===== config.mk =====
export PLATFORM = sky130hd
export DESIGN_NAME = mux_nch_scan
export DESIGN_NICKNAME = d
export VERILOG_FILES = /design/src/rtl/mux_nch_scan.sv
export SDC_FILE = /design/constraint.sdc
export NUM_CORES = 1
export LEC_CHECK = 0
export ABC_AREA = 1
export BUFFER_PORTS_ARGS = -buffer_cell sky130_fd_sc_hd__buf_2
export CAP_MARGIN = 20
export CORE_ASPECT_RATIO = 0.5
export CORE_MARGIN = 3
export CORE_UTILIZATION = 49
export DETAILED_ROUTE_END_ITERATION = 10
export PLACE_DENSITY = 0.86
export SYNTH_ARGS = -nofsm -noshare
export SYNTH_HDL_FRONTEND = slang
export SYNTH_SLANG_ARGS = --single-unit

===== constraint.sdc =====
create_clock -name clk -period 4.38 [get_ports clk]
set_clock_uncertainty 0.2 [all_clocks]
set_input_delay 0.438 -clock clk [delete_from_list [all_inputs] [get_ports clk]]
set_output_delay 0.438 -clock clk [all_outputs]
set_load 0.03 [all_outputs]

===== src/rtl/mux_nch_scan.sv =====
// mux_nch_scan: N-channel registered multiplexer with manual select and
// round-robin scan modes. One clock of latency from select/data to output.
module mux_nch_scan #(
    parameter int WIDTH  = 8,
    parameter int NUM_CH = 8,
    parameter int SEL_W  = 3,
    parameter int DWELL  = 4
) (
    input  logic                    clk,
    input  logic                    rst_n,
    input  logic [NUM_CH*WIDTH-1:0] in_data,
    input  logic                    en,
    input  logic                    mode,
    input  logic [SEL_W-1:0]        sel_in,
    output logic [WIDTH-1:0]        out_data,
    output logic                    out_valid,
    output logic [SEL_W-1:0]        cur_sel,
    output logic                    scan_wrap,
    output logic                    sel_err
);

    localparam int               CNT_W    = (DWELL > 1) ? $clog2(DWELL) : 1;
    localparam logic [SEL_W:0]   NUM_CH_W = (SEL_W+1)'(NUM_CH);
    localparam logic [SEL_W-1:0] LAST_CH  = SEL_W'(NUM_CH - 1);
    localparam logic [SEL_W-1:0] ONE_SEL  = SEL_W'(1);
    localparam logic [CNT_W-1:0] LAST_CNT = CNT_W'(DWELL - 1);
    localparam logic [CNT_W-1:0] ONE_CNT  = CNT_W'(1);

    // Select width must cover the channels exactly; a mismatch is a config bug.
    if (SEL_W != $clog2(NUM_CH)) begin : g_bad_sel_w
        $error("mux_nch_scan: SEL_W must equal $clog2(NUM_CH)");
    end

    typedef enum logic [1:0] {
        S_IDLE   = 2'd0,
        S_MANUAL = 2'd1,
        S_SCAN   = 2'd2
    } state_t;

    state_t            state_q, state_d;
    logic [SEL_W-1:0]  sel_q, sel_d;
    logic [CNT_W-1:0]  cnt_q, cnt_d;
    logic [WIDTH-1:0]  data_q, data_d;
    logic              valid_q, valid_d;
    logic              wrap_q, wrap_d;
    logic              err_q, err_d;

    // Channels unpacked into a full 2**SEL_W table so any select value is a
    // legal index; unused slots (non-power-of-2 NUM_CH) read as zero.
    logic [WIDTH-1:0] ch_data [2**SEL_W];

    for (genvar k = 0; k < 2**SEL_W; k++) begin : g_ch
        if (k < NUM_CH) begin : g_used
            assign ch_data[k] = in_data[k*WIDTH +: WIDTH];
        end else begin : g_pad
            assign ch_data[k] = '0;
        end
    end

    // Next-state, select, dwell and output-register decode.
    always_comb begin
        state_d = state_q;
        sel_d   = sel_q;
        cnt_d   = cnt_q;
        data_d  = data_q;
        valid_d = 1'b0;
        wrap_d  = 1'b0;
        err_d   = 1'b0;
        if (en) begin
            valid_d = 1'b1;
            if (!mode) begin
                // Manual: out-of-range selects keep the current channel.
                state_d = S_MANUAL;
                cnt_d   = '0;
                if ({1'b0, sel_in} < NUM_CH_W) begin
                    sel_d = sel_in;
                end else begin
                    err_d = 1'b1;
                end
            end else begin
                state_d = S_SCAN;
                if (state_q != S_SCAN) begin
                    // Entering scan: full dwell on the channel already selected.
                    cnt_d = '0;
                end else if (cnt_q == LAST_CNT) begin
                    cnt_d = '0;
                    if (sel_q == LAST_CH) begin
                        sel_d  = '0;
                        wrap_d = 1'b1;
                    end else begin
                        sel_d = sel_q + ONE_SEL;
                    end
                end else begin
                    cnt_d = cnt_q + ONE_CNT;
                end
            end
            data_d = ch_data[sel_d];
        end
    end

    // State and output registers; en=0 holds everything but drops the flags.
    always_ff @(posedge clk or negedge rst_n) begin
        if (!rst_n) begin
            state_q <= S_IDLE;
            sel_q   <= '0;
            cnt_q   <= '0;
            data_q  <= '0;
            valid_q <= 1'b0;
            wrap_q  <= 1'b0;
            err_q   <= 1'b0;
        end else begin
            state_q <= state_d;
            sel_q   <= sel_d;
            cnt_q   <= cnt_d;
            data_q  <= data_d;
            valid_q <= valid_d;
            wrap_q  <= wrap_d;
            err_q   <= err_d;
        end
    end

    assign out_data  = data_q;
    assign out_valid = valid_q;
    assign cur_sel   = sel_q;
    assign scan_wrap = wrap_q;
    assign sel_err   = err_q;

endmodule


* After elaboration in Yosys (flattened, before gate mapping)
Index checks and enable logic that the tools add are counted.
** Storage, ports and cells
- Bits in registers :: 17
- Latch bits :: 0
- Memory bits (writable) :: 0
- ROM bits :: 0
- Input bits :: 71
- Word-level logic and storage cells :: 31
- Memories :: 0
** Cells by class
- $add $sub $neg :: 2
- $mul :: 0
- Divide/modulo/power cells :: 0
- Order comparisons :: 1
- Equality and inequality tests :: 3
- Shift operators :: 0
- Mux-type cells :: 18
- Bitwise operators :: 1
- Reductions and logical operators :: 0
** Operator list (number)
- binary-select mux 8 bit (select 3 bit) :: 1
- two-way mux 8 bit :: 2
- two-way mux 3 bit :: 5
- two-way mux 2 bit :: 4
- two-way mux 1 bit :: 6
- >= comparator 4 bit (second input constant) :: 1
- inverter 3 -> 4 bit :: 1
- adder 3 x 1 -> 3 bit (second input constant) :: 1
- == test 3 bit (second input constant) :: 1
- adder 2 x 1 -> 2 bit (second input constant) :: 1
- == test 2 bit (second input constant) :: 1
- != test 2 bit (second input constant) :: 1

* Logic depth before layout (Yosys ltp)
Gate-level depths: netlist of the first run.
- Depth in word-level cells :: 10
- Depth in mapped cells :: 12
- Mapped depth without buffers :: 11

* Worst setup path before layout of the first run
OpenSTA, ideal clock, no wires.
- Kind :: register to register
- From :: register sel_q[0], in the netlist cur_sel[0]
- To :: register data_q[1], in the netlist out_data[1]
- Setup time :: 124 ps
- Arrival :: 1741 ps
- Path slack :: 2315 ps
- Stages on the path, launching flop included :: 12
- Buffers on the path :: 1
- Period minus slack after synthesis :: 2065 ps
- Cell sequence :: dfrtp_1 -> ha_1 -> ha_1 -> nor2_1 -> nand3_2 -> nand3_4 -> clkbuf_4 -> nand3_1 -> nand3_1 -> nand2_1 -> nand2_1 -> nand3_1
** Between the ends
- Word-level cells in the longest chain between the ends :: 10
- Elaborated cells on any way between the ends :: 11
- Classes of those cells :: add/sub (1); eq/ne (1); mux (8); bitwise (1)
** Ends and longest elaborated chain
- from (decl) :: RTL line 41 : logic [SEL_W-1:0] sel_q, sel_d;
- from (signal assigned) :: RTL line 113 : sel_q <= sel_d;
- adder 3 x 1 -> 3 bit or == test 3 bit (tied branches) :: RTL line 91, 87
- two-way mux 3 bit :: RTL line 87 : if (sel_q == LAST_CH) begin
- two-way mux 3 bit :: RTL line 85 : end else if (cnt_q == LAST_CNT) begin
- two-way mux 3 bit * :: RTL line 82 : if (state_q != S_SCAN) begin
- two-way mux 3 bit * :: RTL line 71 : if (!mode) begin
- two-way mux 3 bit * :: RTL line 69 : if (en) begin
- inverter 3 -> 4 bit (implied by the code) * :: RTL line 97 : data_d = ch_data[sel_d];
- binary-select mux 8 bit (select 3 bit) * :: RTL line 97
- two-way mux 8 bit (implied by the code) * (2 in series) :: RTL line 97
- to (signal assigned) :: RTL line 115 : data_q <= data_d;
- to (decl) :: RTL line 43 : logic [WIDTH-1:0] data_q, data_d;
Mark *: on every way between the ends. The rest lies on a longest branch, timed or not. The select of a mux whose other input is x is not followed.
A chain may end at the register's enable or synchronous reset.

* Worst setup path after layout of the first run
- From :: register sel_q[0], in the netlist cur_sel[0]
- To :: register data_q[3], in the netlist out_data[3]
The elaborated chain is that of the path after synthesis.

==> impl_results.md, run 1 <==
- Status: finished, final reports clean
- Worst min path class: input port to register
- Clock H-tree levels: 1
- Root buffer cell: clkbuf_8
- CP Data Arrival Time: roughly 2400 ps
- CTS buffer count: 3
- Worst hold endpoint: out_valid
- Inserted Diodes: 0
- Worst hold path depth: 1
- Peak VDD IR: 0.000210 V
- Final Setup Violations: 0
- R2r worst-path depth: 11
- Synthesized net count: between 300 and 400
- Cts repair resizes: 0
- Largest family of logic cells by synthesized area: simple AND/OR/NAND/NOR gates
- Pleak: around 1.2 nW
- Mux cell area share after synthesis: 0
- Worst r2r dst: out_data[3]
- Starting Density: 0.565
- Die area: approximately 0.0040 sq mm
- Die width: ~87 microns
- Setup crit start: cur_sel[0]
- Fin. max-slew vios: 0
- Largest net degree at the start of global routing: 34
- Setup crit end kind: register
- First-pass GRT wire length: ~6900 microns
- CTS sink count: 17
- Worst hold slack: between 150 and 200 ps
- DRC viols: 0
- Iteration-0 DRC Markers: 66
- Pwr Total: around 0.54 mW
- Crit path time final: 2360 ps
- Vias in the first global route: between 1500 and 2000
- Worst-path fanout max: 33
- Hold path start: en
- Synthesized cell area: approximately 0.0016 sq mm
- Critical R2R Launch: cur_sel[0]
- Post-synthesis adder-cell area fraction: 0.0233
- DR WL/cell: 11.9 microns
- Synth Instances: approximately 250
- GRT Util Overall: 0.219
- Drt pass-1 iters: 5
- Slew margin rel.: 0.428
- Core area: 0.00285 sq mm
- Library cells used by synthesis: 26
- Layout area overhead: 24.4%
- Flop2flop setup slack: between 2000 and 2500 ps
- Compound-gate portion of the synthesized area: 0.0304
- Layout cells sized above 1: 0.317
- Area of the multi-input gates: roughly 900 sq um
- FMAX: roughly 420 MHz
- RSZ-0062 raised after global routing: no
- Seq cells post-synth: 17
- Avg Cell Area, Syn: 6.41 sq um
- Initial antenna violation count: 0
- Fill count: 260
- Final Hold Vio Count: 0
- GRT overflow: 0
- Setup TNS: 0 ps
- Power Density: 271 mW/mm^2
- DR vias: 1880
- Max Cap Viol: 0
- Die H: ~47 microns
- Clk pin slew, worst setup/hold paths: about 70 ps
- Period utilization: 0.539
- Nets: 400
- Final WL: 4300 microns
- Sequential area share after synthesis: 0.265
- Xor and xnor area share after synthesis: 0
- Kind of critical path: register to register
- Routability cong.: ~0.83
- Post-Synth Simple-Gate Area: 0.504
- Antenna viol nets, final: 0
- Tightest Pin Transition: between 800 and 900 ps
- Row count: 13
- Register area: around 430 sq um
- Vias per cell: 5.19
- IO buf count: 83
- Clock Latency Late Sink: approximately 250 ps
- Max clock buf depth: 2
- I/O pin count: 85
- CTS tree: yes
- Post-DP HPWL: 3330 microns
- Critical Path Start Type: register
- CP required: ~4400 ps
- YS warnings: 0
cells in the mapped netlist (all sizes together):
cell type,number,area share
a21oi,2,0.0086
conb,1,0.0023
clkinv,1,0.0023
o21ai,3,0.0093
a32o,2,0.012
clkbuf,3,0.012
dfrtp,17,0.26
or2,3,0.012
nor2,7,0.023
buf,12,0.071
ha,3,0.023
nand2,72,0.18
inv,39,0.091
nand3,86,0.29
area by class of cell:
cell class              instances  share of cell area
inverters                      40              0.0750
flip-flops and latches         17               0.213
multi-input cells             179               0.450
well taps                      37              0.0231
clock buffers                   3              0.0206
repair buffers                 85               0.216
clock inverters                 1             0.00250
worst max path at each step:
stage / slack, ps / cells past startpoint / endpoint
final: 2020 / 11 / out_data[3]
after global routing: 1850 / 11 / out_data[3]
after CTS: 2030 / 11 / out_data[3]
after detailed placement: 1990 / 8 / out_data[3]
after global placement: 2070 / 8 / out_data[3]
after floorplan: 2320 / 11 / out_data[1]
per-layer routing:
layer  vias up  global-route usage  share of wire
met5         -                   0              0
met4         0              0.0807          0.017
met3         9              0.0411          0.077
met2        90               0.382           0.47
met1       834               0.276           0.43
li1        947                   -              -
timing repair:
item                      CTS  global route
hold buffers                1             0
setup buffers               0             0
hold endpoints to repair   17             0
report_power, final:
group          switching, mW  internal, mW  total, mW  leakage, nW
Sequential            0.0168         0.178      0.195        0.209
Clock                 0.0537        0.0632      0.117       0.0255
Combinational          0.148        0.0831      0.231        0.963
worst max-delay path: stages, from the launching register on:
cell     delay [ps]
dfrtp_1         440
ha_1            230
ha_1            190
nor2_1          130
nand3_2         110
nand3_4         300
nand2_8         220
nand2_1         120
nand3_1          70
nand2_1         100
nand2_1          90
nand3_1         100
stage by stage:
stage	utilization	worst slack (ps)	std cells	area [sq um]
2_1_floorplan	-	2320	251	1610
3_3_place_gp	0.683	2070	357	1940
3_5_place_dp	0.683	1990	357	1940
4_1_cts	0.703	2030	362	2000
5_1_grt	0.703	1850	362	2000
6_report	0.703	2020	362	2000
logic make-up after synthesis:
family | Yosys count
AO/OA/AOI/OAI | 7
adder cells (fa/ha/maj) | 3
other | 1
flip-flops | 17
AND/OR/NAND/NOR | 168
buffers and inverters | 55
state kept, by name (all words and copies together) (netlist names):
name	count
cnt_q	2
out_data	8
cur_sel	3
out_valid	1
state_q	2
scan_wrap	1
placed cells by master (no fill, tap or decap), drive strengths merged:
master       instances
clkbuf               3
buf                 84
o21ai                3
nor2                 7
a32o                 2
a21oi                2
or2                  3
dfrtp               17
ha                   3
nand2               72
dlygate4sd3          1
nand3               86
conb                 1
inv                 39
clkinv               2
(Power assumes the default switching activity.)
==> inputs of run 2 (changes only) <==
- CORE_UTILIZATION: 49 -> 45
- PLACE_DENSITY: 0.86 -> 0.8
- clock period: 4.38 -> 2.3 ns (I/O delays scaled with it)
==> run 2 against run 1 <==
Effect of this change:
- setup slack got worse by 1900 ps
- register-to-register slack got worse by 1900 ps
- sequential power increased by 88%
- largest power group unchanged
- critical path depth unchanged
- final cell count increased by 5.5%
- wire length increased by 6.5%
- critical path type unchanged
- clock power increased by 91%
- die area increased by 8.0%
- fmax increased by 9.4%
- total power increased by 95%
==> impl_results.md, run 2 (same netlist as run 1, synthesis figures left out) <==
- Starting Density: 0.502 (was 0.565)
- Pleak: 1.24 nW (was 1.20 nW)
- CTS buffer count: 3 (unchanged)
- Worst-path fanout max: 33 (unchanged)
- Root buffer cell: clkbuf_8 (unchanged)
- Setup crit end kind: register (unchanged)
- Max clock buf depth: 2 (unchanged)
- Die area: 0.00437 sq mm (was 0.00405 sq mm)
- Most used routing layer: met2 (unchanged)
- Core area: 0.00321 sq mm (was 0.00285 sq mm)
- M3 GR Usage: 0.0370 (was 0.0411)
- CP most frequent cell: nand2_1 (unchanged)
- DR WL/cell: 12.0 microns (was 11.9 microns)
- Period utilization: 0.939 (was 0.539)
- CTS sink count: 17 (unchanged)
- Largest net degree at the start of global routing: 34 (unchanged)
- Area of the multi-input gates: 900 sq um (unchanged)
- Max Cap Viol: 0 (unchanged)
- Die width: 90.5 microns (was 87.0 microns)
- Register area: 425 sq um (unchanged)
- Placed Area: 0.00200 sq mm (was 0.00194 sq mm)
- Worst min path class: input port to register (unchanged)
- Pwr Total: 1.06 mW (was 0.543 mW)
- Worst-path cell chain: ha_1 > ha_1 > nor2_1 > nand3_2 > nand3_4 > nand2_8 > nand2_1 > nand3_1 > nand2_1 > nand2_1 > nand3_1 (unchanged)
- Most frequent cells in the layout: 83 x nand3_1, 83 x buf_2, 68 x nand2_1 (unchanged)
- Slew margin rel.: 0.659 (was 0.428)
- Kind of critical path: register to register (unchanged)
- Vias in the first global route: 1610 (was 1607)
- Peak VDD IR: 0.000239 V (was 0.000210 V)
- Row count: 14 (was 13)
- First-pass GRT wire length: 7140 microns (was 6910 microns)
- Fin. max-slew vios: 0 (unchanged)
- Layout cells sized above 1: 0.332 (was 0.317)
- Final WL: 4580 microns (was 4300 microns)
- Layout area overhead: 29.6% (was 24.4%)
- Iteration-0 DRC Markers: 139 (was 66)
- GRT Util Overall: 0.203 (was 0.219)
- I/O pin count: 85 (unchanged)
- Drt pass-1 iters: 4 (was 5)
- CTS tree: yes (unchanged)
- RSZ-0062 raised after global routing: no (unchanged)
- CP max stage delay: 430 ps (was 440 ps)
- Final Hold Vio Count: 0 (unchanged)
- CP required: 2290 ps (was 4370 ps)
- Tightest Pin Transition: 511 ps (was 859 ps)
- DRC viols: 0 (unchanged)
- DR vias: 1892 (was 1880)
- FMAX: 463 MHz (was 424 MHz)
- Fill count: 305 (was 260)
- CP Data Arrival Time: 2150 ps (was 2360 ps)
- Initial antenna violation count: 0 (unchanged)
- Post-DP HPWL: 3590 microns (was 3330 microns)
- Largest register FFs: 8 (unchanged)
- Cts repair resizes: 0 (unchanged)
- Critical Path Start Type: register (unchanged)
- Clock H-tree levels: 1 (unchanged)
- Core Util, Final: 0.650 (was 0.703)
- Final Setup Violations: 0 (unchanged)
- Nets: 409 (was 400)
- Antenna viol nets, final: 0 (unchanged)
- Status: finished, final reports clean (unchanged)
- Clock Latency Late Sink: 250 ps (about the same)
- Fin area: 0.00208 sq mm (was 0.00200 sq mm)
- Met2 usage in global routing: 0.342 (was 0.382)
- Vias per cell: 4.95 (was 5.19)
- Worst path slowest cell: dfrtp_1 (unchanged)
- Power Density: 508 mW/mm^2 (was 271 mW/mm^2)
- Setup TNS: 0 ps (unchanged)
- Clk pin slew, worst setup/hold paths: 70 ps (about the same)
- IO buf count: 83 (unchanged)
- Die H: 48.3 microns (was 46.5 microns)
- Crit path time final: 2160 ps (was 2360 ps)
- GRT overflow: 0 (unchanged)
- Routability cong.: 0.911 (was 0.828)
- Inserted Diodes: 0 (unchanged)
- Worst hold slack: 127 ps (was 151 ps)
- GR Util met1: 0.284 (was 0.276)
[run 2: changes by cell type in the layout (fill, tap and decap cells not counted), sizes merged]
cell and change:
dlygate4sd3 +1, buf +8
[run 2: path summary, 6_finish.rpt]
| check | slack (ps) | depth (start not counted) | from | end |
|---|---|---|---|---|
| hold reg to reg | 300 | 2 | out_data[2] | out_data[2] |
| max in group asynchronous | 1380 | 2 | rst_n | out_data[1] |
| min in group asynchronous | 230 | 2 | rst_n | out_data[5] |
| setup / recovery | 140 | 11 | cur_sel[0] | out_data[3] |
| setup reg to reg | 140 | 11 | cur_sel[0] | out_data[3] |
| hold / removal | 130 | 5 | in_data[0] | out_data[0] |
[run 2: repair_timing]
item                                   in CTS  in global routing
setup buffers                               0                  3
hold buffers                                2                  0
endpoints found under the hold margin      18                  0
setup endpoints to repair                   0                  6
[run 2: area by class of cell]
type | instances | area share
multi-input combinational | 179 | 0.432
timing repair buffer | 94 | 0.241
sequential | 17 | 0.204
inverter | 40 | 0.0720
tap | 48 | 0.0288
clock buffer | 3 | 0.0198
clock inverter | 1 | 0.00240
[run 2: metal layers]
metal | wire (microns) | up-vias
li1 | - | 969
met1 | 2160 | 841
met2 | 2070 | 75
met3 | 307 | 7
met4 | 41 | 0
met5 | 0 | -
[run 2: power breakdown]
group	switching [mW]	total (mW)	internal [mW]
clock	0.104	0.224	0.120
sequential	0.0278	0.366	0.339
combinational	0.294	0.469	0.174
[run 2: worst max-delay path: cells and delay by family (launching register included)]
kind	cells	cell delay [ps]
DFF	1	430
and+or+nand+nor	9	1040
adders and majority gates	2	420
[run 2: through the flow]
step           instances  setup slack, ps
6_report             382              141
5_1_grt              382             15.7
4_1_cts              379              127
3_5_place_dp         373              138
3_3_place_gp         373              196
2_1_floorplan        251              235
==> inputs of run 3 (changes only) <==
- CORE_UTILIZATION: 45 -> 32
- PLACE_DENSITY: 0.8 -> unset
==> run 3 against run 2 <==
Effect of this change:
- global-route usage down 3.5 points
- sequential power about the same
- largest power group unchanged
- final area up 0.96%
- total power up 0.65%
- critical path type unchanged
- highest routed layer unchanged
- setup slack better by 87 ps
- critical endpoint is now out_data[0]
- clock power up 3%
- non-clock buffer count down 2
==> impl_results.md, run 3 (same netlist as run 1, synthesis figures left out) <==
- Clock share of power: 0.217 (was 0.212)
- Wl on met1: 2290 microns (was 2160 microns)
- Routability cong.: 0.892 (was 0.911)
- Peak VDD IR: 0.000234 V (was 0.000239 V)
- Clock H-tree levels: 1 (unchanged)
- Max Cap Viol: 0 (unchanged)
- CTS tree: yes (unchanged)
- Pwr Total: 1.07 mW (was 1.06 mW)
- Power Density: 507 mW/mm^2 (was 508 mW/mm^2)
- Comb pwr share: 0.439 (was 0.442)
- Area of the multi-input gates: 900 sq um (unchanged)
- Post-DP HPWL: 3900 microns (was 3590 microns)
- Vias per cell: 4.74 (was 4.95)
- Fin. max-slew vios: 0 (unchanged)
- Root buffer cell: clkbuf_8 (unchanged)
- Core Util, Final: 0.456 (was 0.650)
- Nets: 407 (was 409)
- Largest register FFs: 8 (unchanged)
- Core area: 0.00462 sq mm (was 0.00321 sq mm)
- Fill count: 533 (was 305)
- Register area: 425 sq um (unchanged)
- Crit path time final: 2070 ps (was 2160 ps)
- Setup crit end kind: register (unchanged)
- Antenna viol nets, final: 0 (unchanged)
- Inserted Diodes: 0 (unchanged)
- GRT overflow: 0 (unchanged)
- Fin area: 0.00210 sq mm (was 0.00208 sq mm)
- Final WS setup: 228 ps (was 141 ps)
- Row count: 17 (was 14)
- Most frequent cells in the layout: 83 x nand3_1, 83 x buf_2, 68 x nand2_1 (unchanged)
- Status: finished, final reports clean (unchanged)
- Period utilization: 0.901 (was 0.939)
- Clk pin slew, worst setup/hold paths: 70 ps (about the same)
- Largest net degree at the start of global routing: 34 (unchanged)
- Initial antenna violation count: 0 (unchanged)
- Net Sw Frac: 0.406 (was 0.402)
- Worst slack at placement: 168 ps (was 138 ps)
- Critical Path Start Type: register (unchanged)
- First-pass GRT wire length: 8380 microns (was 7140 microns)
- Layout cells sized above 1: 0.328 (was 0.332)
- Int Pwr: 0.633 mW (about the same)
- Final Setup Violations: 0 (unchanged)
- Placed Area: 0.00203 sq mm (was 0.00200 sq mm)
- Die width: 106 microns (was 90.5 microns)
- Clock Latency Late Sink: 250 ps (about the same)
- Seq pwr share: 0.344 (was 0.346)
- Iteration-0 DRC Markers: 126 (was 139)
- Routed length on met3: 211 microns (was 307 microns)
- WL met2: 2410 microns (was 2070 microns)
- Kind of critical path: register to register (unchanged)
- Layout area overhead: 30.9% (was 29.6%)
- Max Used Layer: met4 (unchanged)
- DRC viols: 0 (unchanged)
- I/O pin count: 85 (unchanged)
- CP required: 2240 ps (was 2290 ps)
- P_sw: 0.433 mW (was 0.426 mW)
- DR WL/cell: 12.4 microns (was 12.0 microns)
- DR vias: 1887 (was 1892)
- Max clock buf depth: 2 (unchanged)
- CP Data Arrival Time: 2020 ps (was 2150 ps)
- FMAX: 483 MHz (was 463 MHz)
- Die H: 56.1 microns (was 48.3 microns)
- Starting Density: 0.348 (was 0.502)
- Worst-path fanout max: 14 (was 33)
- Final WL: 4950 microns (was 4580 microns)
- Drt pass-1 iters: 4 (unchanged)
- GRT Util Overall: 0.168 (was 0.203)
- Worst min path class: input port to register (unchanged)
- Pleak: 1.24 nW (about the same)
- CTS buffer count: 3 (unchanged)
- Final Hold Vio Count: 0 (unchanged)
- RSZ-0062 raised after global routing: no (unchanged)
- Die area: 0.00596 sq mm (was 0.00437 sq mm)
- Cts repair resizes: 0 (unchanged)
- Vias in the first global route: 1779 (was 1610)
- CTS sink count: 17 (unchanged)
- IO buf count: 83 (unchanged)
- Setup TNS: 0 ps (unchanged)
-- run 3: changes by cell type in the layout (fill, tap and decap cells not counted), sizes merged --
cell | before | now
buf | 92 | 90
-- run 3: path summary, 6_finish.rpt --
| path | start | endpoint | slack (ps) | cells past startpoint |
|---|---|---|---|---|
| max | cur_sel[1] | out_data[0] | 230 | 11 |
| min | in_data[34] | out_data[2] | 120 | 5 |
| max reg2reg | cur_sel[1] | out_data[0] | 230 | 11 |
| min reg2reg | out_data[3] | out_data[3] | 300 | 2 |
| max in group asynchronous | rst_n | cnt_q[1] | 1380 | 2 |
| min in group asynchronous | rst_n | cur_sel[1] | 230 | 2 |
-- run 3: timing repair --
item	CTS	global route
endpoints found under the hold margin	18	0
setup buffers	0	1
setup endpoints to repair	0	2
hold buffers	2	0
-- run 3: critical path, stage by stage (launching register included) --
cell     delay (ps)
dfrtp_1         420
ha_1            200
ha_1            190
nor2_1          110
nand3_2         110
nand3_4         120
buf_4           210
nand3_1          90
nand3_1          80
nand2_1          80
nand2_1          80
nand3_1          60
-- run 3: stage by stage --
step / hold WS [ps] / cells
2_1_floorplan: -266 / 251
3_3_place_gp: -18.6 / 391
3_5_place_dp: -21.0 / 391
4_1_cts: 115 / 397
5_1_grt: 150 / 398
6_report: 121 / 398
-- run 3: layout make-up --
cell class	count	share of cell area
multi-input combinational	179	0.427
sequential	17	0.202
clock inverter	1	0.00238
clock buffer	3	0.0196
tap	66	0.0392
timing repair buffer	92	0.238
inverter	40	0.0713
-- run 3: per-layer routing --
| metal | up-vias | track usage |
|---|---|---|
| met5 | - | 0 |
| met4 | 0 | 0.0332 |
| met3 | 4 | 0.0243 |
| met2 | 50 | 0.278 |
| met1 | 870 | 0.234 |
| li1 | 963 | - |
-- run 3: power by group through the flow --
stage | Clock [mW] | Combinational [mW] | Sequential, mW
5_1_grt | 0.249 | 0.524 | 0.373
2_1_floorplan | 0 | 0.248 | 0.442
6_report | 0.231 | 0.468 | 0.367
3_5_place_dp | 0 | 0.464 | 0.373
4_1_cts | 0.236 | 0.468 | 0.368
3_3_place_gp | 0 | 0.462 | 0.370
